`src/rtl/sram_port_arbiter_if.sv`:
```
// Bus bundle between the two SRAM requesters (CPU, loader), the arbiter and
// the SRAM pins. The arbiter uses the slave view; the environment that drives
// requests and models the SRAM uses the master view.
//
// Handshake: a requester raises req (with we/addr/wdata valid) and holds it
// until it sees its one-cycle ack; it must drop req no later than the edge
// that samples ack high. A req still high in the following IDLE cycle is a
// new request. rdata is valid from ack onward and is held until the next read
// by the same requester.
interface sram_port_arbiter_if #(
  parameter int ADDR_W = 16,
  parameter int DATA_W = 16
);
  // CPU memory interface (MAR/MDR side)
  logic              cpu_req;
  logic              cpu_we;
  logic [ADDR_W-1:0] cpu_addr;
  logic [DATA_W-1:0] cpu_wdata;
  logic              cpu_ack;
  logic [DATA_W-1:0] cpu_rdata;

  // program-loader / debug port
  logic              ldr_req;
  logic              ldr_we;
  logic [ADDR_W-1:0] ldr_addr;
  logic [DATA_W-1:0] ldr_wdata;
  logic              ldr_ack;
  logic [DATA_W-1:0] ldr_rdata;

  // SRAM pins (strobes active-low)
  logic [ADDR_W-1:0] ADDR;
  logic [DATA_W-1:0] Data_to_SRAM;
  logic [DATA_W-1:0] Data_from_SRAM;
  logic              OE;
  logic              WE;

  // status
  logic              busy;
  logic              grant_ldr;

  modport slave (
    input  cpu_req, cpu_we, cpu_addr, cpu_wdata,
    output cpu_ack, cpu_rdata,
    input  ldr_req, ldr_we, ldr_addr, ldr_wdata,
    output ldr_ack, ldr_rdata,
    output ADDR, Data_to_SRAM, OE, WE,
    input  Data_from_SRAM,
    output busy, grant_ldr
  );

  modport master (
    output cpu_req, cpu_we, cpu_addr, cpu_wdata,
    input  cpu_ack, cpu_rdata,
    output ldr_req, ldr_we, ldr_addr, ldr_wdata,
    input  ldr_ack, ldr_rdata,
    input  ADDR, Data_to_SRAM, OE, WE,
    output Data_from_SRAM,
    input  busy, grant_ldr
  );
endinterface

```
`src/rtl/sram_port_arbiter.sv`:
```
// Shares the single external SRAM port between the CPU and the program
// loader. Each access runs IDLE (arbitrate) -> SETUP -> STROBE (ACCESS_CYCLES)
// -> HOLD, so an access occupies ACCESS_CYCLES+3 cycles. Every output is a
// register; nothing passes combinationally from a request input to a pin.
module sram_port_arbiter #(
  parameter int ACCESS_CYCLES = 2,  // strobe low time, 1..15
  parameter int ADDR_W        = 16,
  parameter int DATA_W        = 16
) (
  input  logic                    Clk,
  input  logic                    Reset,
  sram_port_arbiter_if.slave      bus,
  output logic [1:0]              state_dbg
);

  localparam logic [1:0] IDLE   = 2'd0;
  localparam logic [1:0] SETUP  = 2'd1;
  localparam logic [1:0] STROBE = 2'd2;
  localparam logic [1:0] HOLD   = 2'd3;

  // Counter value loaded in SETUP; STROBE ends when it reaches zero.
  localparam logic [3:0] CNT_LOAD = 4'(ACCESS_CYCLES - 1);

  logic [1:0] state;
  logic [3:0] cnt;
  logic       we_q;            // latched direction of the access in flight
  logic       last_grant_ldr;  // 1 = loader won the previous grant

  logic       pick_valid;
  logic       pick_ldr;
  logic       grant_fire;
  logic       strobe_last;

  assign state_dbg = state;

  // Round-robin pick: a lone requester wins; on a tie the side that did not
  // win last time goes next.
  always_comb begin
    pick_valid = 1'b0;
    pick_ldr   = 1'b0;
    if (bus.cpu_req && bus.ldr_req) begin
      pick_valid = 1'b1;
      pick_ldr   = ~last_grant_ldr;
    end else if (bus.cpu_req) begin
      pick_valid = 1'b1;
      pick_ldr   = 1'b0;
    end else if (bus.ldr_req) begin
      pick_valid = 1'b1;
      pick_ldr   = 1'b1;
    end
  end

  assign grant_fire  = (state == IDLE) && pick_valid;
  assign strobe_last = (state == STROBE) && (cnt == 4'd0);

  // Sequencer: state, strobe-length counter and the busy flag.
  always_ff @(posedge Clk or posedge Reset) begin
    if (Reset) begin
      state    <= IDLE;
      cnt      <= 4'd0;
      bus.busy <= 1'b0;
    end else begin
      case (state)
        IDLE: begin
          if (pick_valid) begin
            state    <= SETUP;
            bus.busy <= 1'b1;
          end
        end
        SETUP: begin
          state <= STROBE;
          cnt   <= CNT_LOAD;
        end
        STROBE: begin
          if (cnt == 4'd0) begin
            state <= HOLD;
          end else begin
            cnt <= cnt - 4'd1;
          end
        end
        HOLD: begin
          state    <= IDLE;
          bus.busy <= 1'b0;
        end
        default: begin
          state    <= IDLE;
          bus.busy <= 1'b0;
        end
      endcase
    end
  end

  // Latch the winner's request at grant; address and write data then stay on
  // the pins through HOLD and keep their last value while IDLE.
  always_ff @(posedge Clk or posedge Reset) begin
    if (Reset) begin
      bus.ADDR         <= '0;
      bus.Data_to_SRAM <= '0;
      we_q             <= 1'b0;
      bus.grant_ldr    <= 1'b0;
      last_grant_ldr   <= 1'b1;
    end else if (grant_fire) begin
      bus.ADDR         <= pick_ldr ? bus.ldr_addr  : bus.cpu_addr;
      bus.Data_to_SRAM <= pick_ldr ? bus.ldr_wdata : bus.cpu_wdata;
      we_q             <= pick_ldr ? bus.ldr_we    : bus.cpu_we;
      bus.grant_ldr    <= pick_ldr;
      last_grant_ldr   <= pick_ldr;
    end
  end

  // Strobes: only one of OE/WE goes low, and only for the STROBE cycles.
  always_ff @(posedge Clk or posedge Reset) begin
    if (Reset) begin
      bus.OE <= 1'b1;
      bus.WE <= 1'b1;
    end else if (state == SETUP) begin
      bus.OE <= we_q;
      bus.WE <= ~we_q;
    end else if (strobe_last || state != STROBE) begin
      bus.OE <= 1'b1;
      bus.WE <= 1'b1;
    end
  end

  // Completion: capture read data on the final STROBE edge and pulse the
  // owner's ack during HOLD. The other requester's rdata is left alone.
  always_ff @(posedge Clk or posedge Reset) begin
    if (Reset) begin
      bus.cpu_ack   <= 1'b0;
      bus.ldr_ack   <= 1'b0;
      bus.cpu_rdata <= '0;
      bus.ldr_rdata <= '0;
    end else begin
      bus.cpu_ack <= 1'b0;
      bus.ldr_ack <= 1'b0;
      if (strobe_last) begin
        if (bus.grant_ldr) begin
          bus.ldr_ack <= 1'b1;
          if (!we_q) begin
            bus.ldr_rdata <= bus.Data_from_SRAM;
          end
        end else begin
          bus.cpu_ack <= 1'b1;
          if (!we_q) begin
            bus.cpu_rdata <= bus.Data_from_SRAM;
          end
        end
      end
    end
  end

endmodule

```
`src/flat_wrapper.sv`:
```
// flat-port wrapper written by rule: the top's interface ports become plain ports
module sram_port_arbiter_flat 
#(
  parameter int ACCESS_CYCLES = 2,                           
  parameter int ADDR_W        = 16,
  parameter int DATA_W        = 16
)
  (Clk, Reset, state_dbg, bus_cpu_req, bus_cpu_we, bus_cpu_addr, bus_cpu_wdata, bus_cpu_ack, bus_cpu_rdata, bus_ldr_req, bus_ldr_we, bus_ldr_addr, bus_ldr_wdata, bus_ldr_ack, bus_ldr_rdata, bus_ADDR, bus_Data_to_SRAM, bus_OE, bus_WE, bus_Data_from_SRAM, bus_busy, bus_grant_ldr);
  sram_port_arbiter_if #(.ADDR_W(ADDR_W), .DATA_W(DATA_W)) bus_i ();
  input  logic Clk;
  input  logic Reset;
  output logic [1:0] state_dbg;
  input wire logic [$bits(bus_i.cpu_req)-1:0] bus_cpu_req;
  input wire logic [$bits(bus_i.cpu_we)-1:0] bus_cpu_we;
  input wire logic [$bits(bus_i.cpu_addr)-1:0] bus_cpu_addr;
  input wire logic [$bits(bus_i.cpu_wdata)-1:0] bus_cpu_wdata;
  output wire logic [$bits(bus_i.cpu_ack)-1:0] bus_cpu_ack;
  output wire logic [$bits(bus_i.cpu_rdata)-1:0] bus_cpu_rdata;
  input wire logic [$bits(bus_i.ldr_req)-1:0] bus_ldr_req;
  input wire logic [$bits(bus_i.ldr_we)-1:0] bus_ldr_we;
  input wire logic [$bits(bus_i.ldr_addr)-1:0] bus_ldr_addr;
  input wire logic [$bits(bus_i.ldr_wdata)-1:0] bus_ldr_wdata;
  output wire logic [$bits(bus_i.ldr_ack)-1:0] bus_ldr_ack;
  output wire logic [$bits(bus_i.ldr_rdata)-1:0] bus_ldr_rdata;
  output wire logic [$bits(bus_i.ADDR)-1:0] bus_ADDR;
  output wire logic [$bits(bus_i.Data_to_SRAM)-1:0] bus_Data_to_SRAM;
  output wire logic [$bits(bus_i.OE)-1:0] bus_OE;
  output wire logic [$bits(bus_i.WE)-1:0] bus_WE;
  input wire logic [$bits(bus_i.Data_from_SRAM)-1:0] bus_Data_from_SRAM;
  output wire logic [$bits(bus_i.busy)-1:0] bus_busy;
  output wire logic [$bits(bus_i.grant_ldr)-1:0] bus_grant_ldr;
  assign bus_i.cpu_req = bus_cpu_req;
  assign bus_i.cpu_we = bus_cpu_we;
  assign bus_i.cpu_addr = bus_cpu_addr;
  assign bus_i.cpu_wdata = bus_cpu_wdata;
  assign bus_cpu_ack = bus_i.cpu_ack;
  assign bus_cpu_rdata = bus_i.cpu_rdata;
  assign bus_i.ldr_req = bus_ldr_req;
  assign bus_i.ldr_we = bus_ldr_we;
  assign bus_i.ldr_addr = bus_ldr_addr;
  assign bus_i.ldr_wdata = bus_ldr_wdata;
  assign bus_ldr_ack = bus_i.ldr_ack;
  assign bus_ldr_rdata = bus_i.ldr_rdata;
  assign bus_ADDR = bus_i.ADDR;
  assign bus_Data_to_SRAM = bus_i.Data_to_SRAM;
  assign bus_OE = bus_i.OE;
  assign bus_WE = bus_i.WE;
  assign bus_i.Data_from_SRAM = bus_Data_from_SRAM;
  assign bus_busy = bus_i.busy;
  assign bus_grant_ldr = bus_i.grant_ldr;
  sram_port_arbiter #(.ACCESS_CYCLES(ACCESS_CYCLES), .ADDR_W(ADDR_W), .DATA_W(DATA_W)) u_core (.Clk(Clk), .Reset(Reset), .bus(bus_i), .state_dbg(state_dbg));
endmodule
```
`config.mk`:
```
export PLATFORM = sky130hd
export DESIGN_NAME = sram_port_arbiter_flat
export DESIGN_NICKNAME = d
export VERILOG_FILES = /design/src/rtl/sram_port_arbiter_if.sv /design/src/rtl/sram_port_arbiter.sv /design/src/flat_wrapper.sv
export SDC_FILE = /design/constraint.sdc
export NUM_CORES = 1
export LEC_CHECK = 0
export BUFFER_PORTS_ARGS = -buffer_cell sky130_fd_sc_hd__buf_2
export CORE_ASPECT_RATIO = 1.5
export CORE_MARGIN = 2
export CORE_UTILIZATION = 40
export DETAILED_ROUTE_END_ITERATION = 6
export PLACE_DENSITY = 0.7
export SLEW_MARGIN = 20
export SYNTH_ARGS = -nofsm -noshare
export SYNTH_HDL_FRONTEND = slang
export SYNTH_SLANG_ARGS = --single-unit
```
`constraint.sdc`:
```
create_clock -name Clk -period 5.6 [get_ports Clk]
set_input_delay 1.12 -clock Clk [delete_from_list [all_inputs] [get_ports Clk]]
set_output_delay 1.12 -clock Clk [all_outputs]
set_load 0.01 [all_outputs]
```
After elaboration in Yosys (flattened, before gate mapping)
Cells that the tools add are included.
Cells by class
  equal/unequal tests: 7
  reductions and logical operators: 14
  mux-type cells: 22
  add/subtract/negate cells: 1
  bitwise gates (word level): 3
Operator list (number)
  2-to-1 mux 16 bit: 2
  2-to-1 mux 1 bit: 14
  one-hot mux 2 bit (4 select lines): 1
  one-hot mux 4 bit (2 select lines): 1
  != test 2 bit, second input constant: 3
  AND reduction 2 bit: 3
  AND reduction 3 bit: 2
  nonzero test 2 bit: 3
  equality test 2 bit, second input constant: 2
  logical NOT 4 bit: 1
  2-to-1 mux 2 bit: 2
  2-to-1 mux 4 bit: 1
  subtractor 4 x 1 -> 4 bit, second input constant: 1
  logical AND 1 bit: 3
  inverter 1 bit: 3
  equality test 2 x 1 -> 1 bit, second input constant: 1
  logical NOT 2 bit: 1
  != test 2 x 1 -> 1 bit, second input constant: 1
  one-hot mux 1 bit (2 select lines): 1
  logical OR 1 bit: 1
Word-level totals
  input bits: 86
  register bits after elaboration: 78
  output and inout port bits: 72

Longest topological paths before layout
Gate-level depths: netlist of run 1.
  depth after elaboration: 5
  gate-level depth with buffers: 7
  mapped depth without buffers: 5

Least setup slack after synthesis of run 1
Ideal clock, no wire load.
  kind: input port to flip-flop
  from: input bus_ldr_req
  to: register u_core.bus.Data_to_SRAM[2]
  data arrival time: 1.974 ns
  cell stages on the path: 5
  slack: 3.492 ns
  library setup time: 0.135 ns
  path through: a21bo_2 > buf_2 > buf_2 > mux2i_1 > o21ai_0
On the way
  cells in the longest elaborated chain, start to end: 4
  elaborated cells between the ends (all ways): 8
Ends and longest elaborated chain
  from (decl): RTL line flat_wrapper.sv:19  | input wire logic [$bits(bus_i.ldr_req)-1:0] bus_ldr_req;
  2-to-1 mux 1 bit: RTL line sram_port_arbiter.sv:47  | end else if (bus.ldr_req) begin
  2-to-1 mux 1 bit: RTL line sram_port_arbiter.sv:44  | end else if (bus.cpu_req) begin
  2-to-1 mux 1 bit: RTL line sram_port_arbiter.sv:41  | if (bus.cpu_req && bus.ldr_req) begin
  2-to-1 mux 16 bit / logical AND 1 bit (equally long branches): RTL line sram_port_arbiter.sv:104, sram_port_arbiter.sv:53
  to (signal assigned): RTL line sram_port_arbiter.sv:104  | bus.Data_to_SRAM <= pick_ldr ? bus.ldr_wdata : bus.cpu_wdata;
  to (decl): RTL line sram_port_arbiter_if.sv:46  | output ADDR, Data_to_SRAM, OE, WE,
Several ways; a longest one is shown, not always the timed one.
A chain may end at the register's enable or synchronous reset.

Worst setup path in the final report of run 1
  from: input bus_ldr_req
  to: register u_core.bus.Data_to_SRAM[8]
The elaborated chain is that of the path after synthesis.

==> flow_summary.toml, run 1 <==
[cts]
htreeDepth = 3
cts_buffer_depth = 2
clock_tree.root_cell = "clkbuf_16"
cts.hold.buffers_added = 0
cts_tree = "built"
cts_resized = 0
clock-sinks = 78
clock_latency_ps = 320
post_cts_buffers = 0
clk_pin_slew_ps = 60
numCtsBuffers = 9

[job]
maxCapViolCount = 0

[synthesis]
synth_area_um2 = 3527
postSynth.asyncResetShare_pct = 100.0
synth_warnings = 0
avgSynthCellArea_um2 = 12.73
ys_seq_area_share_pct = 55.45
syn-num-nets = 369
ys_types = 34
synth_edf_count = 0
ys.flop_type = "dfrtp_1"
synth-seq-cells = 78
synth_cells = 277

[status]
status = "finished clean"

[timing]
slew_violations = 0
finalWorstSetupSlack_ps = 3221
fin_crit_sh_pct = 42.49
max-slew-margin-rel_pct = 29.95
period_needed_ps = 2379
final-setup-viol-count = 0
skew_ps = 5.489
rsz0062_at_grt = "no"
fmax_mhz = 420.3
worst_pin_slew_ps = 1051
final_hold_viol_count = 0
fin_tns_setup_ps = 0

[power]
peakVddDrop_mv = 0.2926
total_leakage_power_nw = 2.505
p_per_area_nw_per_um2 = 561.4
power_mw = 2.625

[placement]
gp_congestion = 0.7723
portBuffers = 157
dp_hpwl_um = 5449
post-place-ws_ps = 2879

[die]
die_w_um = 80.67
io_pins = 158
rows = 42
start_util_pct = 40.43
die_h_um = 119.0
core_um2 = 8723
die_area_um2 = 9600

[grt]
grt.overflow.total = 0
grt_pass1_wl_um = 12240
antenna_found_initial = 0
grt_pass1_vias = 2700
grt.total_usage_pct = 16.15
grt_max_degree = 55

[critical_path]
crit_required_ps = 5780
reg2reg_from = "u_core.state_dbg[0]"
cp-start-kind = "primary input"
end_kind = "register"
reg2reg_slack_ps = 3610
crit_type = "primary input to register"
worstSetupStartpoint = "bus_ldr_req"
arrival_ps = 2560
crit_path_max_fanout = 34

[finish]
syn_to_final_growth_pct = 32.56
nFillCells = 782
fin_util_pct = 53.60
diodes = 0
layout-drive-gt1-share_pct = 50.11
nets = 522

[route]
drtIter0Drc = 64
drc = 0
viasPerCell = 4.783
firstDrtPassIters = 4
totalWireLength_um = 7328
routedWlPerCell_um = 13.45
antenna_left = 0
num_vias = 2607

[min_path]
min_from = "u_core.bus.ADDR[0]"
timing.hold.worst.class = "register to register"
## cell usage after synthesis, types with 2 or more instances
| library cell | count | area [um^2] |
|---|---|---|
| nor2_1 | 2 | 7.510 |
| mux2_4 | 20 | 300.3 |
| nor2b_1 | 2 | 12.51 |
| buf_6 | 4 | 45.04 |
| nand2_1 | 36 | 135.1 |
| inv_1 | 8 | 30.03 |
| ha_1 | 6 | 75.07 |
| o21ai_0 | 35 | 175.2 |
| mux2_2 | 13 | 146.4 |
| dfstp_2 | 3 | 78.83 |
| nor3b_1 | 2 | 15.01 |
| dfrtp_1 | 75 | 1877 |
| nor4b_1 | 2 | 17.52 |
| buf_2 | 5 | 25.02 |
| buf_4 | 2 | 15.01 |
| clkbuf_1 | 6 | 22.52 |
| mux2i_1 | 35 | 350.3 |
| nand3_4 | 2 | 35.03 |
| a21oi_1 | 4 | 20.02 |
## state kept, by name (all words and copies together) (netlist names), 2 cells and up
register and count:
u_core.bus.cpu_rdata 16, u_core.bus.Data_to_SRAM 16, u_core.bus.ldr_rdata 16, u_core.cnt 4
u_core.state_dbg 2, u_core.bus.ADDR 16
## through the flow
step	instance area [um^2]	hold slack, ps	instances
after global placement	4370	458.5	529
after floorplan	3527	479.3	277
after detailed placement	4370	465.0	529
after CTS	4676	478.9	545
after global routing	4676	498.4	545
final	4676	471.7	545
## worst paths after layout
path	to	cells after the start
max	u_core.bus.Data_to_SRAM[8]	4
min	u_core.bus.ADDR[0]	2
max reg2reg	u_core.bus.cpu_rdata[4]	4
min reg2reg	u_core.bus.ADDR[0]	2
max in group asynchronous	u_core.cnt[1]	3
min in group asynchronous	u_core.bus.cpu_rdata[14]	2
## placed cells by master, fill, tap and decap left out, types with 2 or more instances in the layout
| master | count |
|---|---|
| a21oi_1 | 4 |
| buf_2 | 157 |
| buf_4 | 2 |
| clkbuf_16 | 9 |
| clkbuf_8 | 4 |
| dfrtp_1 | 75 |
| dfstp_2 | 3 |
| ha_1 | 6 |
| inv_1 | 7 |
| mux2_2 | 13 |
| mux2_4 | 20 |
| mux2i_1 | 35 |
| nand2_1 | 36 |
| nand3_4 | 2 |
| nor2_1 | 2 |
| nor2b_1 | 2 |
| nor3b_1 | 2 |
| nor4b_1 | 2 |
| o21ai_0 | 35 |
## routing by layer
layer	up-vias	GRT usage [%]	wire, um
li1	1271	-	-
met1	1205	20.04	3158
met2	122	26.77	3445
met3	9	3.864	606
met4	0	6.356	117
met5	-	0	0
## critical path, stage by stage
cell and delay, ps:
buf_2 130, a21bo_2 900, mux2i_1 290, o21ai_0 110
## final cells by class
type / instances / area, um^2 / share of cell area (%)
repair buffers: 159 / 800.8 / 17.13
well taps: 110 / 137.6 / 2.944
inverters: 8 / 31.28 / 0.6690
flip-flops and latches: 78 / 1956 / 41.83
clock buffers: 13 / 280.3 / 5.994
multi-input cells: 174 / 1445 / 30.91
clock inverters: 3 / 25.02 / 0.5352
## cell families (layout without fill, tap and decap cells)
| kind of cell | count (synthesis) | count (layout) | share of synthesized area (%) |
|---|---|---|---|
| fa+ha+maj | 6 | 6 | 2.128 |
| compound gates | 47 | 47 | 7.414 |
| mux | 68 | 68 | 22.60 |
| flops | 78 | 78 | 55.45 |
| simple gates | 53 | 53 | 8.514 |
| buf+inv | 25 | 183 | 3.902 |
## power by group
| part | switching [mW] | total [mW] | leakage (nW) | internal [mW] |
|---|---|---|---|---|
| Combinational | 0.527 | 1.04 | 1.42 | 0.513 |
| Clock | 0.221 | 0.572 | 0.148 | 0.351 |
| Sequential | 0.168 | 1.01 | 0.939 | 0.844 |
| Total | 0.916 | 2.62 | 2.51 | 1.71 |
(Power assumes the default switching activity.)
==> inputs of run 2 (changes only) <==
--- a/config.mk
+++ b/config.mk
@@ -10,7 +10,7 @@
 export CORE_MARGIN = 2
 export CORE_UTILIZATION = 40
 export DETAILED_ROUTE_END_ITERATION = 6
-export PLACE_DENSITY = 0.7
+export PLACE_DENSITY = 0.72
 export SLEW_MARGIN = 20
 export SYNTH_ARGS = -nofsm -noshare
 export SYNTH_HDL_FRONTEND = slang
==> constraint.sdc (replaced) <==
create_clock -name Clk -period 2.1 [get_ports Clk]
set_input_delay 0.42 -clock Clk [delete_from_list [all_inputs] [get_ports Clk]]
set_output_delay 0.42 -clock Clk [all_outputs]
set_load 0.01 [all_outputs]
==> run 2 against run 1 <==
Effect of this change: critical path depth unchanged; worst setup slack worse by 2900 ps; highest routed layer unchanged; largest cell class unchanged; core utilization up 0.66 points.
==> flow_summary.toml, run 2 (synthesized netlist as in run 1, its figures left out) <==
[status]
status = "finished clean"

[placement]
gp_congestion = 0.7634
portBuffers = 157
dp_hpwl_um = 5685
placed_cells = 535

[critical_path]
crit_required_ps = 2310
reg2reg_slack_ps = 290
r2r-end = "u_core.bus.ldr_rdata[7]"
arrival_ps = 2010
crit_type = "register to register"
reg2reg_from = "u_core.state_dbg[0]"
cp-start-kind = "register"
ff2ff_path_depth = 4
end_kind = "register"
crit_path_max_fanout = 16

[finish]
layout-drive-gt1-share_pct = 50.34
syn_to_final_growth_pct = 34.20
nets = 528
nFillCells = 772
most-common-layout-cells = "buf_2, dfrtp_1, nand2_1"
fin_cells = 551
diodes = 0
seq_area_um2 = 1956
layout_commonest_cell = "buf_2"
multi_input_area_um2 = 1445
fin_util_pct = 54.26

[timing]
final_hold_viol_count = 0
slew_violations = 0
fmax_mhz = 553.6
fin_tns_setup_ps = 0
rsz0062_at_grt = "no"
worst_pin_slew_ps = 723.7
skew_ps = 5.579
final-setup-viol-count = 0
fin_crit_sh_pct = 86.02
max-slew-margin-rel_pct = 51.57
period_needed_ps = 1807

[route]
antenna_left = 0
drtIter0Drc = 91
totalWireLength_um = 7431
firstDrtPassIters = 4
num_vias = 2623
drc = 0
routedWlPerCell_um = 13.49
viasPerCell = 4.760

[grt]
grt_max_degree = 79
antenna_found_initial = 0
grt.total_usage_pct = 16.12
grt_pass1_wl_um = 11940
grt.overflow.total = 0
grt_pass1_vias = 2573

[die]
rows = 42
core_um2 = 8723
die_area_um2 = 9600
io_pins = 158
die_h_um = 119.0
start_util_pct = 40.43
die_w_um = 80.67

[cts]
post_cts_buffers = 0
clk_pin_slew_ps = 60
cts.hold.buffers_added = 0
clock_tree.root_cell = "clkbuf_16"
numCtsBuffers = 9
htreeDepth = 3
cts_buffer_depth = 2
cts_tree = "built"
clock_latency_ps = 320
clock-sinks = 78
cts_resized = 0

[power]
p_per_area_nw_per_um2 = 1501
power_mw = 7.103
peakVddDrop_mv = 0.7839
total_leakage_power_nw = 2.533

[min_path]
timing.hold.worst.class = "primary input to asynchronous set/reset pin"

[job]
maxCapViolCount = 0
-- run 2: cell count changes in the layout (fill, tap and decap cells not counted) --
cell and delta:
clkinv_4 -1, bufinv_16 +1, buf_4 +5, inv_6 -1, clkinvlp_4 +1, clkbuf_8 -2, buf_12 +1, clkbuf_1 +2
-- run 2: critical path: stages (launching register included) --
cell	delay [ps]
dfrtp_1	430
inv_1	130
ha_1	390
nand3_4	340
mux2_4	400
-- run 2: power by group --
group	internal, mW	leakage (nW)	switching (mW)
Clock	0.984	0.146	0.570
Combinational	1.41	1.45	1.43
Sequential	2.25	0.939	0.458
-- run 2: area by class of cell --
cell class	count	share of cell area, %
clock buffer	13	5.498
clock inverter	3	0.8988
inverter	8	0.7137
multi-input combinational	174	30.53
sequential	78	41.32
tap	110	2.908
timing repair buffer	165	18.13
-- run 2: how the worst max path moves through the flow --
stage | startpoint | to | slack (ps)
after floorplan | u_core.cnt[0] | u_core.state_dbg[1] | 340
after global placement | bus_ldr_req | u_core.bus.Data_to_SRAM[3] | 400
after detailed placement | u_core.state_dbg[0] | u_core.bus.ldr_rdata[7] | 310
after CTS | u_core.state_dbg[0] | u_core.bus.ldr_rdata[7] | 300
after global routing | u_core.state_dbg[0] | u_core.bus.ldr_rdata[7] | 200
final | u_core.state_dbg[0] | u_core.bus.ldr_rdata[7] | 290
-- run 2: per-stage QoR --
step           worst slack (ps)  hold WS [ps]  cell area [um^2]
4_1_cts                   302.8         211.5              4733
5_1_grt                   196.7         213.8              4733
6_report                  293.5         194.8              4733
2_1_floorplan             343.6         479.3              3531
3_5_place_dp              308.9         470.2              4431
3_3_place_gp              404.7         456.7              4431
-- run 2: metal layers --
layer	share of wire [%]	global-route usage, %	wire length (um)
met1	41	19.69	3052
met2	48	25.94	3599
met3	8.0	4.242	595
met4	2.5	8.051	183
met5	0	0	0
==> inputs of run 3 (changes only) <==
--- a/config.mk
+++ b/config.mk
@@ -6,11 +6,13 @@
 export NUM_CORES = 1
 export LEC_CHECK = 0
 export BUFFER_PORTS_ARGS = -buffer_cell sky130_fd_sc_hd__buf_2
+export CELL_PAD_IN_SITES_DETAIL_PLACEMENT = 0
+export CELL_PAD_IN_SITES_GLOBAL_PLACEMENT = 2
 export CORE_ASPECT_RATIO = 1.5
 export CORE_MARGIN = 2
-export CORE_UTILIZATION = 40
+export CORE_UTILIZATION = 26
 export DETAILED_ROUTE_END_ITERATION = 6
-export PLACE_DENSITY = 0.72
+export PLACE_DENSITY_LB_ADDON = 0.1
 export SLEW_MARGIN = 20
 export SYNTH_ARGS = -nofsm -noshare
 export SYNTH_HDL_FRONTEND = slang
==> run 3 against run 2 <==
Effect of this change: final cell count up 9.3%; register-to-register slack better by 50 ps; flip-flop and latch count unchanged; clock skew up 3.9 ps; combinational power up 2%; sequential power about the same; count of clock-buffer cells in the layout down 4.
==> flow_summary.toml, run 3 (synthesized netlist as in run 1, its figures left out) <==
[status]
status = "finished clean"

[route]
wl_met1_um = 3582
num_vias = 2604
top_layer_used = "met4"
drtIter0Drc = 44
firstDrtPassIters = 4
drc = 0
totalWireLength_um = 8727
wl_met3_um = 670
wl_met2_um = 4336
viasPerCell = 4.326
antenna_left = 0
routedWlPerCell_um = 14.50

[cts]
cts.hold.buffers_added = 0
clock-sinks = 78
clock_latency_ps = 340
cts_buffer_depth = 2
clock_tree.root_cell = "clkbuf_16"
numCtsBuffers = 9
clk_pin_slew_ps = 60
htreeDepth = 3
cts_tree = "built"

[critical_path]
reg2reg_slack_ps = 340
cp-start-kind = "register"
crit_slowest_cell = "dfrtp_1"
ff2ff_path_depth = 5
crit_type = "register to register"
r2r-end = "u_core.state_dbg[1]"
path_cells = "inv_1, ha_1, nor3b_2, a21oi_1, mux2_2"
end_kind = "register"
crit_required_ps = 2320
reg2reg_from = "u_core.state_dbg[0]"
max_stage_delay_ps = 430
crit_path_max_fanout = 5
arrival_ps = 1970

[timing]
slew_violations = 0
final-setup-viol-count = 0
period_needed_ps = 1757
max-slew-margin-rel_pct = 56.07
rsz0062_at_grt = "no"
fmax_mhz = 569.2
fin_crit_sh_pct = 83.65
skew_ps = 9.437
whs_ps = 167.7
fin_tns_setup_ps = 0
final_hold_viol_count = 0
worst_pin_slew_ps = 656.5

[grt]
grt_pass1_wl_um = 14420
grt_max_degree = 44
antenna_found_initial = 0
grt_pass1_vias = 2754
grt.overflow.total = 0
grt.total_usage_pct = 12.68

[die]
die_w_um = 99.10
die_h_um = 146.7
start_util_pct = 26.32
core_um2 = 13400
io_pins = 158
die_area_um2 = 14530
rows = 52

[finish]
layout_commonest_cell = "buf_2"
diodes = 0
fin_cells = 602
nFillCells = 1371
nets = 527
most-common-layout-cells = "buf_2, dfrtp_1, nand2_1"
syn_to_final_growth_pct = 36.43
layout-drive-gt1-share_pct = 50.91

[placement]
gp_congestion = 0.7370
placed_cells = 586
portBuffers = 157
dp_hpwl_um = 6508

[power]
p_per_area_nw_per_um2 = 1469
peakVddDrop_mv = 0.3918
total_leakage_power_nw = 2.536

[min_path]
timing.hold.worst.class = "primary input to asynchronous set/reset pin"

[job]
maxCapViolCount = 0
## run 3: critical path: cells and delay by family, from the launching register on
kind | cells | cell delay, ps
AOI/OAI and AO/OA | 1 | 120
adders and majority gates | 1 | 330
buffers and inverters | 1 | 130
DFF | 1 | 430
muxes | 1 | 290
and+or+nand+nor | 1 | 360
## run 3: routing by layer
metal	up-vias	GRT usage (%)
li1	1276	-
met1	1215	15.25
met2	104	21.22
met3	9	3.542
met4	0	5.137
met5	-	0
## run 3: what timing repair did
item	CTS	global route
endpoints found under the setup margin	0	1
gates resized for setup	0	1
buffers inserted	0	0
## run 3: how the worst max path moves through the flow
stage,start,end,slack (ps),depth (start not counted)
finish,u_core.state_dbg[0],u_core.state_dbg[1],340,5
global route,u_core.state_dbg[0],u_core.state_dbg[1],180,5
CTS,u_core.state_dbg[0],u_core.state_dbg[1],90,5
detailed placement,u_core.state_dbg[0],u_core.state_dbg[1],110,5
global placement,u_core.state_dbg[0],u_core.state_dbg[1],120,5
floorplan,u_core.cnt[0],u_core.state_dbg[1],340,6
## run 3: layout make-up
class / count / area (um^2) / share of cell area, %
Timing Repair Buffer: 164 / 888.4 / 18.46
Tap cell: 162 / 202.7 / 4.212
Clock inverter: 7 / 56.30 / 1.170
Multi-Input combinational cell: 174 / 1450 / 30.14
Sequential cell: 78 / 1956 / 40.64
Inverter: 8 / 33.78 / 0.7020
Clock buffer: 9 / 225.2 / 4.680
## run 3: per-stage QoR
stage	util (%)	power (mW)	setup slack, ps	instance area, um^2
2_1_floorplan	-	4.511	343.6	3531
3_3_place_gp	33.77	5.648	123.4	4526
3_5_place_dp	33.77	5.687	106.7	4526
4_1_cts	35.87	7.223	94.79	4807
5_1_grt	35.90	7.653	183.6	4812
6_report	35.90	7.068	343.3	4812
## run 3: power breakdown
group / switching [mW] / internal [mW] / total, mW
Clock: 0.671 / 0.816 / 1.49
Sequential: 0.444 / 2.25 / 2.69
Combinational: 1.46 / 1.43 / 2.89
Total: 2.57 / 4.50 / 7.07
